**src/rtl/cpu_run_ctrl.sv**
```systemverilog
// Run controller for the single-cycle MIPS core: sequences core reset,
// gates execution, counts cycles/instructions, detects halt and timeout.
//
// Ports:
//   clk, reset     system clock, synchronous active-high reset
//   start          level request to begin a run (IDLE or DONE only)
//   pc, pc_valid   observed PC and its retire qualifier
//   cpu_reset      reset to the core (held in IDLE and RESET)
//   cpu_en         core clock-enable, high only while running
//   running, done  state flags
//   timeout        run ended because the cycle budget ran out
//   cycle_count    RUN cycles in current/last run (saturating)
//   instr_count    retired instructions in current/last run (saturating)
module cpu_run_ctrl #(
  parameter int PC_W        = 32,
  parameter int CNT_W       = 32,
  parameter int RST_CYCLES  = 4,
  parameter int HALT_REPEAT = 3,
  parameter int MAX_CYCLES  = 100000
) (
  input  logic             clk,
  input  logic             reset,
  input  logic             start,
  input  logic [PC_W-1:0]  pc,
  input  logic             pc_valid,
  output logic             cpu_reset,
  output logic             cpu_en,
  output logic             running,
  output logic             done,
  output logic             timeout,
  output logic [CNT_W-1:0] cycle_count,
  output logic [CNT_W-1:0] instr_count
);

  typedef enum logic [1:0] {
    IDLE,
    RESET,
    RUN,
    DONE
  } state_t;

  localparam int RC_W = $clog2(RST_CYCLES + 1);
  localparam int HR_W = $clog2(HALT_REPEAT + 1);

  localparam logic [RC_W-1:0] RST_LAST =
    RC_W'(RST_CYCLES - 1);
  localparam logic [HR_W-1:0] HALT_N =
    HR_W'(HALT_REPEAT);
  localparam logic [HR_W-1:0] REP_ONE =
    HR_W'(1);
  localparam logic [CNT_W-1:0] CYC_LAST =
    CNT_W'(MAX_CYCLES - 1);
  localparam logic [CNT_W-1:0] CNT_ONE =
    CNT_W'(1);
  localparam logic [CNT_W-1:0] CNT_SAT = '1;

  state_t            state;
  logic [RC_W-1:0]   rst_cnt;
  logic [PC_W-1:0]   last_pc;
  logic              last_pc_valid;
  logic [HR_W-1:0]   rep;

  logic              pc_same;
  logic [HR_W-1:0]   rep_next;
  logic              halt_hit;
  logic              budget_hit;
  logic [CNT_W-1:0]  cyc_inc;
  logic [CNT_W-1:0]  ins_inc;

  // The repeat count never exceeds HALT_REPEAT-1 while in RUN, because
  // reaching HALT_REPEAT leaves RUN, so rep+1 cannot overflow HR_W.
  always_comb begin
    pc_same    = last_pc_valid && (pc == last_pc);
    rep_next   = pc_same ? rep + REP_ONE : REP_ONE;
    halt_hit   = pc_valid && (rep_next == HALT_N);
    budget_hit = (cycle_count == CYC_LAST);
    cyc_inc    = (cycle_count == CNT_SAT) ?
                 cycle_count : cycle_count + CNT_ONE;
    ins_inc    = (instr_count == CNT_SAT) ?
                 instr_count : instr_count + CNT_ONE;
  end

  always_ff @(posedge clk) begin
    if (reset) begin
      state         <= IDLE;
      cpu_reset     <= 1'b1;
      cpu_en        <= 1'b0;
      running       <= 1'b0;
      done          <= 1'b0;
      timeout       <= 1'b0;
      cycle_count   <= '0;
      instr_count   <= '0;
      rst_cnt       <= '0;
      last_pc       <= '0;
      last_pc_valid <= 1'b0;
      rep           <= '0;
    end else begin
      unique case (state)
        IDLE, DONE: begin
          if (start) begin
            state         <= RESET;
            cpu_reset     <= 1'b1;
            cpu_en        <= 1'b0;
            running       <= 1'b0;
            done          <= 1'b0;
            timeout       <= 1'b0;
            cycle_count   <= '0;
            instr_count   <= '0;
            rst_cnt       <= RST_LAST;
            last_pc_valid <= 1'b0;
            rep           <= '0;
          end
        end
        RESET: begin
          if (rst_cnt == '0) begin
            state     <= RUN;
            cpu_reset <= 1'b0;
            cpu_en    <= 1'b1;
            running   <= 1'b1;
          end else begin
            rst_cnt <= rst_cnt - 1'b1;
          end
        end
        RUN: begin
          cycle_count <= cyc_inc;
          if (pc_valid) begin
            instr_count   <= ins_inc;
            rep           <= rep_next;
            last_pc       <= pc;
            last_pc_valid <= 1'b1;
          end
          // Halt takes priority over a budget expiring the same cycle.
          if (halt_hit || budget_hit) begin
            state     <= DONE;
            cpu_reset <= 1'b0;
            cpu_en    <= 1'b0;
            running   <= 1'b0;
            done      <= 1'b1;
            timeout   <= !halt_hit;
          end
        end
        default: begin
          state     <= IDLE;
          cpu_reset <= 1'b1;
          cpu_en    <= 1'b0;
          running   <= 1'b0;
          done      <= 1'b0;
        end
      endcase
    end
  end

endmodule
```
**config.mk**
```make
export PLATFORM = sky130hd
export DESIGN_NAME = cpu_run_ctrl
export DESIGN_NICKNAME = d
export VERILOG_FILES = /design/src/rtl/cpu_run_ctrl.sv
export SDC_FILE = /design/constraint.sdc
export NUM_CORES = 1
export LEC_CHECK = 0
export CORE_MARGIN = 4
export CORE_UTILIZATION = 40
export CTS_BUF_LIST = sky130_fd_sc_hd__clkbuf_16
export DETAILED_ROUTE_END_ITERATION = 16
export GPL_TIMING_DRIVEN = 1
export MAX_ROUTING_LAYER = met4
export PLACE_DENSITY = 0.66
export SLEW_MARGIN = 20
export SYNTH_ARGS = -nofsm -noshare
export SYNTH_HDL_FRONTEND = slang
export SYNTH_SLANG_ARGS = --single-unit
```
**constraint.sdc**
```tcl
create_clock -name clk -period 4.45 [get_ports clk]
set_clock_uncertainty 0.1 [all_clocks]
set_input_delay 0.6675 -clock clk [delete_from_list [all_inputs] [get_ports clk]]
set_output_delay 0.6675 -clock clk [all_outputs]
set_load 0.05 [all_outputs]
```
Yosys cells after proc, flatten, opt, wreduce, memory -nomap -nowiden
Index checks and enable logic that the tools add are counted.
{"block": "op_classes", "eq_ne": 15, "bitwise": 0, "div": 0, "add_sub_neg": 4, "n_lt_le_gt_ge": 0, "n_shift": 0, "muxes": 30, "multipliers": 0, "n_reduce_logical": 16}
{"cell": "32-bit two-way mux", "count": 4}
{"cell": "32-bit case mux with 2 select lines", "count": 2}
{"cell": "32-bit by 1-bit adder with 32-bit output, second input constant", "count": 2}
{"cell": "32-bit equality test, second input constant", "count": 2}
{"cell": "32-bit by 17-bit equality test with 1-bit output, second input constant", "count": 1}
{"cell": "32-bit equality test", "count": 1}
{"cell": "3-bit AND reduction", "count": 5}
{"cell": "2-bit != test, second input constant", "count": 7}
{"cell": "2-bit two-way mux", "count": 6}
{"cell": "1-bit two-way mux", "count": 8}
{"cell": "2-bit equality test, second input constant", "count": 3}
{"cell": "3-bit two-way mux", "count": 2}
{"cell": "1-bit case mux with 2 select lines", "count": 3}
{"cell": "1-bit case mux with 3 select lines", "count": 2}
{"cell": "2-bit case mux with 3 select lines", "count": 1}
{"cell": "3-bit case mux with 2 select lines", "count": 1}
{"cell": "2-bit case mux with 2 select lines", "count": 1}
{"cell": "4-bit AND reduction", "count": 1}
{"cell": "2-bit nonzero test", "count": 2}
{"cell": "3-bit zero test", "count": 1}
{"cell": "3-bit by 1-bit subtractor with 3-bit output, second input constant", "count": 1}
{"cell": "2-bit by 1-bit adder with 2-bit output, second input constant", "count": 1}
{"cell": "2-bit by 1-bit equality test with 1-bit output, second input constant", "count": 1}
{"cell": "1-bit logical AND", "count": 2}
{"cell": "5 further kinds", "count": 5}
{"block": "word_totals", "word_cells": 76, "input_bits": 36, "rom_bits": 0, "register_bits": 108, "mem_bits_rw": 0, "mem_count": 0, "latchBits": 0}

Longest topological paths before layout
Gate-level depths: netlist of run 1.
{"block": "depth", "word_depth": 8, "mapped_depth": 11, "ltp_nobuf": 8}

Least setup slack after synthesis of run 1
Ideal clock, no wire load.
{"block": "synth_timing", "path_type": "input port to flip-flop", "from": "input port pc[4]", "to": "register state[0]", "slack_ps": 1953, "setup_ps": 123, "cell_stages": 6, "t_required_ps": 4227, "arrival_time_ps": 2274, "path_buffers": 0, "path_cell_list": "xnor2_1 -> nand2_1 -> or4_1 -> nor4_4 -> o211a_1 -> mux2_1"}
{"block": "synth_via", "elab_chain_cells": 8}
{"element": "from (decl)", "line": "24", "text": "input logic [PC_W-1:0] pc,"}
{"element": "32-bit equality test", "line": "73", "text": "pc_same = last_pc_valid && (pc == last_pc);"}
{"element": "1-bit logical AND", "line": "73"}
{"element": "2-bit two-way mux", "line": "74", "text": "rep_next = pc_same ? rep + REP_ONE : REP_ONE;"}
{"element": "2-bit equality test", "line": "75", "text": "halt_hit = pc_valid && (rep_next == HALT_N);"}
{"element": "1-bit logical AND", "line": "75"}
{"element": "1-bit logical OR", "line": "133", "text": "if (halt_hit || budget_hit) begin"}
{"element": "2-bit != test (no line)"}
{"element": "3-bit AND reduction (no line)"}
{"element": "to (signal assigned)", "line": "85", "text": "state <= IDLE;"}
{"element": "to (signal assigned)", "line": "134", "text": "state <= DONE;"}
{"element": "to (signal assigned)", "line": "143", "text": "state <= IDLE;"}
{"element": "to (decl)", "line": "57", "text": "state_t state;"}
Every way passes these cells.
A chain may end at the register's enable or synchronous reset.

Worst setup path in the final report of run 1
{"block": "layout_timing", "from": "input port pc[11]", "to": "register state[0]"}
Same word-level chain as after synthesis.

==> results of run 1 <==
critical path, stage by stage:
cell and delay (ps):
clkdlybuf4s50_1 440, xor2_1 150, nor4_1 510, nand4_1 230, nor4_4 410, o211a_1 250
mux2_1 330
routing by layer:
metal	share of wire [%]	vias to the layer above	wire length [µm]	track usage, %
met1	47	2309	6287	23.13
li1	-	2459	-	-
met4	1.5	0	198	6.021
met3	5.1	11	682	2.973
met2	47	137	6243	28.95
met5	0	-	0	-
logic make-up after synthesis:
kind of cell | after synthesis
simple gates | 314
buf+inv | 44
mux | 3
compound gates | 98
xor+xnor | 79
flops | 108
fa+ha+maj | 7
state kept, by name, summed over array words and instances (netlist names):
signal and flops:
instr_count 32, last_pc_valid 1, done 1, running 1
state 2, cycle_count 32, rep 2, cpu_reset 1
timeout 1, rst_cnt 3, last_pc 32
report_power, final:
part	internal (mW)	total (mW)	leakage [nW]	switching, mW
combinational	0.282	0.803	1.31	0.521
sequential	1.04	1.10	0.874	0.0574
clock	0.377	0.744	0.130	0.368
total	1.70	2.65	2.31	0.946
area by class of cell:
type,instances,area share [%]
repair buffers,110,15.97
multi-input cells,501,44.17
flip-flops and latches,108,31.79
clock inverters,7,0.6623
inverters,17,0.9382
clock buffers,9,3.311
well taps,172,3.164
Yosys cell counts, drive strengths merged, types with 2 or more instances:
cell,count
nor2,72
and4,9
or3,9
nand4,23
o22ai,3
a21oi,49
a31oi,2
a41oi,3
a21o,2
nand2,105
nor3,15
dfxtp,108
a211oi,6
ha,7
nor3b,4
nor4b,5
nand2b,6
buf,8
mux2i,2
inv,17
or2,2
nor2b,2
o211ai,6
nor4,17
nand3,30
or4,7
and2,2
o31ai,2
clkbuf,19
xnor2,25
xor2,54
o21ai,16
and3,4
metrics by stage:
step / hold WS (ps) / setup WS [ps] / area [µm²]
5_1_grt: 379.2 / 1462 / 6802
2_1_floorplan: 332.5 / 1953 / 5333
3_3_place_gp: 344.9 / 1226 / 6531
6_report: 357.2 / 1605 / 6802
3_5_place_dp: 348.1 / 1207 / 6531
4_1_cts: 358.1 / 1571 / 6802
worst max-delay path by stage:
stage               startpoint              end  slack [ps]  cells past startpoint
global placement        pc[11]         state[0]        1230                      7
detailed placement      pc[11]         state[0]        1210                      7
global route          state[0]  cycle_count[31]        1460                      8
floorplan                pc[4]         state[0]        1950                      6
finish                  pc[11]         state[0]        1600                      7
CTS                     pc[11]         state[0]        1570                      7
==> flow_summary.ini, run 1 <==
[floorplanning]
die_h_um = 123.5
start_util_pct = 41.58
die-area_um2 = 15240
row_count = 41
core_um2 = 12820
pin_count = 105
die_w_um = 123.5

[yosys]
yosys.area_share.xor_xnor_pct = 12.98
netlist_top_cells_area = dfxtp_1 41%, xor2_1 8.9%, nand2_1 7.4%
syn_nets = 696
synth_seq_cells = 108
synthAdderAreaFrac_pct = 1.642
avgSynthCellArea_um2 = 8.166
synth-edff-count = 0
synth_top_cell_area_share_pct = 40.54
ys.flop_type = dfxtp_1
yosysSeqAreaShare_pct = 40.54
synthMuxAreaShare_pct = 0.5866
ys_types = 57
synthArstFlopShare_pct = 0
synth_compound_area_share_pct = 11.33
yosys.area_share.simple_pct = 29.59
synthCells = 653
synth_area_um2 = 5333
synth_top_family_by_area = simple AND/OR/NAND/NOR gates
synth_top_area_cell = dfxtp_1
ys_warn_count = 0

[pwr]
p_per_area_nw_per_um2 = 389.1
p_leak_nw = 2.315
peakVddDrop_mv = 0.2392
p_total_mw = 2.647

[routing]
drt_iter0_drc = 365
dr.pass1.iters = 5
ant_nets = 0
wl_per_cell_um = 14.51
vias_per_cell = 5.320
remaining_drc_errors = 0
wl_um = 13410
vias = 4916

[timing]
period_minus_slack_ps = 2845
fin_crit_sh_pct = 63.94
worstMarginPinSlew_ps = 1082
fin_setup_tns_ps = 0
drv_slew = 0
hold_violations = 0
max_freq_ghz = 0.3514
slew_headroom_pct = 27.71
finalSetupViolCount = 0
rsz0062_at_grt = no

[worst_setup_path]
path_max_fanout = 6
ff2ff_setup_slack_ps = 1620
rr_worst_depth = 8
worstReg2RegEnd = cycle_count[31]
critPathLaunchType = input pin
crit_required_ps = 4590
arrival_ps = 2990
crit_type = input pin to register
timing.rr.start = state[0]
cp-end-kind = register

[clock_network]
clk-insertion-delay-late_ps = 350
clock_sinks = 108
holdBufCountCts = 0
cts_max_path_buffers = 2
clk_pin_slew_ps = 70
htree_levels = 3
cts_resized = 0
cts-root-buf = clkbuf_16
postCtsSetupBuffers = 0
numCtsBuffers = 9
tritoncts = yes

[cells_and_area]
fill_cells = 1185
syn_to_final_growth_pct = 27.55
layout_common_cells = 108 x dfxtp_1, 105 x nand2_1, 104 x clkdlybuf4s50_1
layout_commonest_cell = dfxtp_1
seq_area_um2 = 2162
antennaDiodeCount = 0
utilization_pct = 53.03
drive_above_1_share_pct = 4.388
multi_input_area_um2 = 3004
final_cells = 924
final_nets = 790

[run_status]
status = completed

[worst_hold_path]
whs_endpoint = last_pc[17]
min_from = last_pc[17]
min_path_cells = 2
hold_path_class = register to register

[global_routing]
antenna_found_initial = 0
grt_util_all_layers_pct = 18.01
grt_pass1_vias = 4511
grt_overflow = 0
grt_max_degree = 48
grt_first_pass_wirelength_um = 21620

[placed_design]
dpl.hpwl_um = 9652
placedCellCount = 908
port_buffers = 104
place.gp.congestion = 0.8482

[job]
maxCapViolCount = 0
(Power assumes the default switching activity.)
==> inputs of run 2 (changes only) <==
==> constraint.sdc (replaced) <==
create_clock -name clk -period 2.8 [get_ports clk]
set_clock_uncertainty 0.1 [all_clocks]
set_input_delay 0.42 -clock clk [delete_from_list [all_inputs] [get_ports clk]]
set_output_delay 0.42 -clock clk [all_outputs]
set_load 0.05 [all_outputs]
==> run 2 against run 1 <==
Net effect: sequential share of layout area is 0.71 points lower; count of clock-buffer cells in the layout unchanged; global-route usage up 1.1 points; non-clock buffer count increased by 17; critical endpoint is now cycle_count[31].
==> flow_summary.ini, run 2 (synthesis gave the netlist of run 1 again) <==
[worst_setup_path]
crit_end = cycle_count[31]
crit_type = register to register
ff2ff_setup_slack_ps = 330
arrival_ps = 2650
path_max_fanout = 9
timing.rr.start = state[0]
rr_worst_depth = 8
cp-end-kind = register
crit_required_ps = 2980
worstReg2RegEnd = cycle_count[31]
critPathLaunchType = register
cp-startpoint = state[0]

[pwr]
p_per_area_nw_per_um2 = 624.9
p_leak_nw = 2.426
peakVddDrop_mv = 0.3156

[timing]
finalSetupViolCount = 0
worstMarginPinSlew_ps = 736.7
hold_violations = 0
max_freq_ghz = 0.4045
rsz0062_at_grt = no
drv_slew = 0
fin_setup_tns_ps = 0
slew_headroom_pct = 50.51
fin_crit_sh_pct = 88.30
period_minus_slack_ps = 2472

[clock_network]
clk-insertion-delay-late_ps = 350
postCtsSetupBuffers = 0
htree_levels = 3
clk_pin_slew_ps = 70
clock_sinks = 108
cts_max_path_buffers = 2
tritoncts = yes
numCtsBuffers = 9
holdBufCountCts = 0
cts-root-buf = clkbuf_16
cts_resized = 0

[placed_design]
dpl.hpwl_um = 9995
place.gp.congestion = 0.8262
port_buffers = 104
placedCellCount = 925

[run_status]
status = completed

[cells_and_area]
fill_cells = 1184
layout_commonest_cell = dfxtp_1
syn_to_final_growth_pct = 30.46
utilization_pct = 54.24
drive_above_1_share_pct = 6.372
final_cells = 941
final_nets = 807
antennaDiodeCount = 0
multi_input_area_um2 = 3004
top_regs = cycle_count: 32 flops, instr_count: 32 flops, last_pc: 32 flops
seq_area_um2 = 2162
layout_common_cells = 108 x dfxtp_1, 105 x nand2_1, 104 x clkdlybuf4s50_1

[routing]
vias_per_cell = 5.298
wl_per_cell_um = 14.60
drt_iter0_drc = 361
vias = 4985
wl_um = 13740
ant_nets = 0
dr.pass1.iters = 5
remaining_drc_errors = 0

[worst_hold_path]
hold_path_class = register to register

[global_routing]
grt_util_all_layers_pct = 19.14
antenna_found_initial = 0
grt_first_pass_wirelength_um = 23110
grt_pass1_vias = 4801
grt_max_degree = 47
grt_overflow = 0

[floorplanning]
pin_count = 105
start_util_pct = 41.58
die_w_um = 123.5
core_um2 = 12820
die_h_um = 123.5
row_count = 41
die-area_um2 = 15240

[job]
maxCapViolCount = 0
-- run 2: metal layers --
layer	global-route usage, %	share of wire (%)	vias to the layer above
li1	-	-	2494
met1	25.00	47	2351
met2	30.17	47	132
met3	3.614	5.1	8
met4	5.882	0.90	0
met5	-	0	-
-- run 2: cell type report --
type | instances | area share [%]
Clock buffer | 9 | 3.237
Timing Repair Buffer | 127 | 17.63
Clock inverter | 7 | 0.8633
Tap cell | 172 | 3.094
Inverter | 17 | 0.9173
Multi-Input combinational cell | 501 | 43.18
Sequential cell | 108 | 31.08
-- run 2: where the power goes --
part,internal [mW],switching [mW],total (mW)
Sequential,1.66,0.0942,1.75
Clock,0.685,0.558,1.24
Combinational,0.507,0.848,1.35
-- run 2: through the flow --
step / instance area (µm²) / hold slack, ps / setup slack (ps) / total power [mW]
after floorplan: 5333 / 332.5 / 324.1 / 2.697
after global placement: 6671 / 336.6 / 42.89 / 3.110
after detailed placement: 6671 / 352.3 / 26.25 / 3.146
after CTS: 6957 / 362.7 / 330.9 / 4.398
after global routing: 6957 / 383.1 / 131.1 / 4.601
final: 6957 / 364.1 / 327.6 / 4.347
-- run 2: how the worst min path moves through the flow --
stage / from / endpoint / slack (ps) / depth (start not counted)
global route: last_pc[5] / last_pc[5] / 380 / 2
finish: done / done / 360 / 2
detailed placement: last_pc[17] / last_pc[17] / 350 / 2
floorplan: rep[1] / rep[1] / 330 / 1
global placement: done / done / 340 / 2
CTS: last_pc[17] / last_pc[17] / 360 / 2
-- run 2: critical path: stages (launching register included) --
cell and delay (ps):
dfxtp_1 330, inv_1 80, ha_1 440, mux2i_1 170
nor2_1 220, nand3_1 310, or2_0 320, or3_1 300
a21oi_1 130
==> inputs of run 3 (changes only) <==
--- a/config.mk
+++ b/config.mk
@@ -5,6 +5,7 @@
 export SDC_FILE = /design/constraint.sdc
 export NUM_CORES = 1
 export LEC_CHECK = 0
+export CORE_ASPECT_RATIO = 1.5
 export CORE_MARGIN = 4
 export CORE_UTILIZATION = 40
 export CTS_BUF_LIST = sky130_fd_sc_hd__clkbuf_16
==> run 3 against run 2 <==
Net effect: wire length up 1.3%; critical endpoint unchanged; fmax down 0.98%; register-to-register slack worse by 20 ps; largest cell class unchanged; setup slack worse by 25 ps; critical path depth unchanged; count of clock-buffer cells in the layout unchanged; die area up 0.25%.
==> flow_summary.ini, run 3 (synthesis gave the netlist of run 1 again) <==
[run_status]
status = completed

[routing]
remaining_drc_errors = 0
ant_nets = 0
wl_per_cell_um = 15.08
drt_iter0_drc = 198
vias_per_cell = 5.399
vias = 4983
dr.pass1.iters = 4
wl_um = 13920

[cells_and_area]
design_area_um2 = 6927
layout_commonest_cell = dfxtp_1
layout_common_cells = 108 x dfxtp_1, 105 x nand2_1, 104 x clkdlybuf4s50_1
top_regs = cycle_count: 32 flops, instr_count: 32 flops, last_pc: 32 flops
final_cells = 923
syn_to_final_growth_pct = 29.89
final_nets = 802
drive_above_1_share_pct = 6.021
antennaDiodeCount = 0

[clock_network]
cts-root-buf = clkbuf_16
numCtsBuffers = 9
cts_max_path_buffers = 2
clk_pin_slew_ps = 70
tritoncts = yes
htree_levels = 3
postCtsSetupBuffers = 0
clock_sinks = 108
cts_resized = 0
holdBufCountCts = 0
clk-insertion-delay-late_ps = 350

[global_routing]
antenna_found_initial = 0
grt_max_degree = 47
grt_overflow = 0
grt_pass1_vias = 4959
grt_util_all_layers_pct = 18.93
grt_first_pass_wirelength_um = 22990

[worst_setup_path]
cp_num_cells = 8
timing.rr.start = state[0]
arrival_ps = 2680
rr_worst_depth = 8
crit_type = register to register
path_cells = inv_1 > ha_1 > mux2i_1 > nor2_1 > nand3_1 > or2_0 > or3_1 > a21oi_1
cpMaxStageDelayCell = ha_1
ff2ff_setup_slack_ps = 300
crit_required_ps = 2980
crit_family = simple AND/OR/NAND/NOR gates
path_max_fanout = 11
slowest_delay_ps = 510
worstReg2RegEnd = cycle_count[31]
cp-end-kind = register
critPathLaunchType = register
cp.buffers_inverters = 1

[floorplanning]
start_util_pct = 40.97
die_w_um = 102.3
row_count = 51
die-area_um2 = 15280
pin_count = 105
core_um2 = 13020
die_h_um = 149.4

[pwr]
intPower_mw = 2.865
p_comb_share_pct = 30.7
p_per_area_nw_per_um2 = 636.7
p_sw_mw = 1.545
clock_power_share_pct = 29.6
p_sw_share_pct = 35.03
pwr-share-seq_pct = 39.7
peakVddDrop_mv = 0.3222
p_leak_nw = 2.395

[worst_hold_path]
min_from = done
hold_path_class = register to register
whs_endpoint = done
min_path_cells = 2

[placed_design]
placedCellCount = 907
post-place-ws_ps = -18.46
place.gp.congestion = 0.8631
postPlaceCellArea_um2 = 6618
port_buffers = 104
dpl.hpwl_um = 10140

[timing]
max_freq_ghz = 0.4005
rsz0062_at_grt = no
finalSetupViolCount = 0
hold_violations = 0
period_minus_slack_ps = 2497
slew_headroom_pct = 50.93
fin_setup_tns_ps = 0
drv_slew = 0
worstMarginPinSlew_ps = 730.5
setup_ws_ps = 303.0
fin_crit_sh_pct = 89.18

[job]
maxCapViolCount = 0
run 3: worst max path at each step:
stage / from / endpoint / slack [ps]
4_1_cts: state[0] / cycle_count[31] / 290
3_3_place_gp: pc[4] / state[0] / 30
3_5_place_dp: pc[22] / rep[1] / -20
6_report: state[0] / cycle_count[31] / 300
2_1_floorplan: instr_count[9] / instr_count[29] / 320
5_1_grt: state[0] / cycle_count[31] / 100
run 3: per-stage QoR:
step	hold slack [ps]	power, mW	utilization [%]
finish	355.8	4.410	53.21
global route	392.1	4.675	53.21
CTS	358.1	4.467	53.21
detailed placement	342.2	3.147	50.84
global placement	342.7	3.115	50.84
floorplan	332.5	2.697	-
run 3: power by group through the flow:
stage | clock network, mW | logic (mW) | registers [mW]
2_1_floorplan | 0 | 0.807 | 1.89
3_3_place_gp | 0 | 1.33 | 1.78
3_5_place_dp | 0 | 1.36 | 1.79
4_1_cts | 1.34 | 1.37 | 1.75
5_1_grt | 1.41 | 1.50 | 1.77
6_report | 1.31 | 1.35 | 1.75
run 3: routing by layer:
metal  GRT usage [%]  share of wire, %
met2           32.36                51
met1           22.11                43
met3           3.731               4.5
met4           6.041               1.8
met5               -                 0
run 3: cell type report:
| cell class | instances | area (µm²) |
|---|---|---|
| clock buffer | 9 | 225.2 |
| clock inverter | 7 | 83.83 |
| fill | 1251 | 6091 |
| inverter | 17 | 63.81 |
| multi-input combinational | 501 | 3004 |
| sequential | 108 | 2162 |
| tap | 159 | 198.9 |
| timing repair buffer | 122 | 1189 |
run 3: tightest hold or removal path, cell delays in order (launching register included):
cell and delay, ps:
dfxtp_1 310, inv_1 50, a21oi_1 50
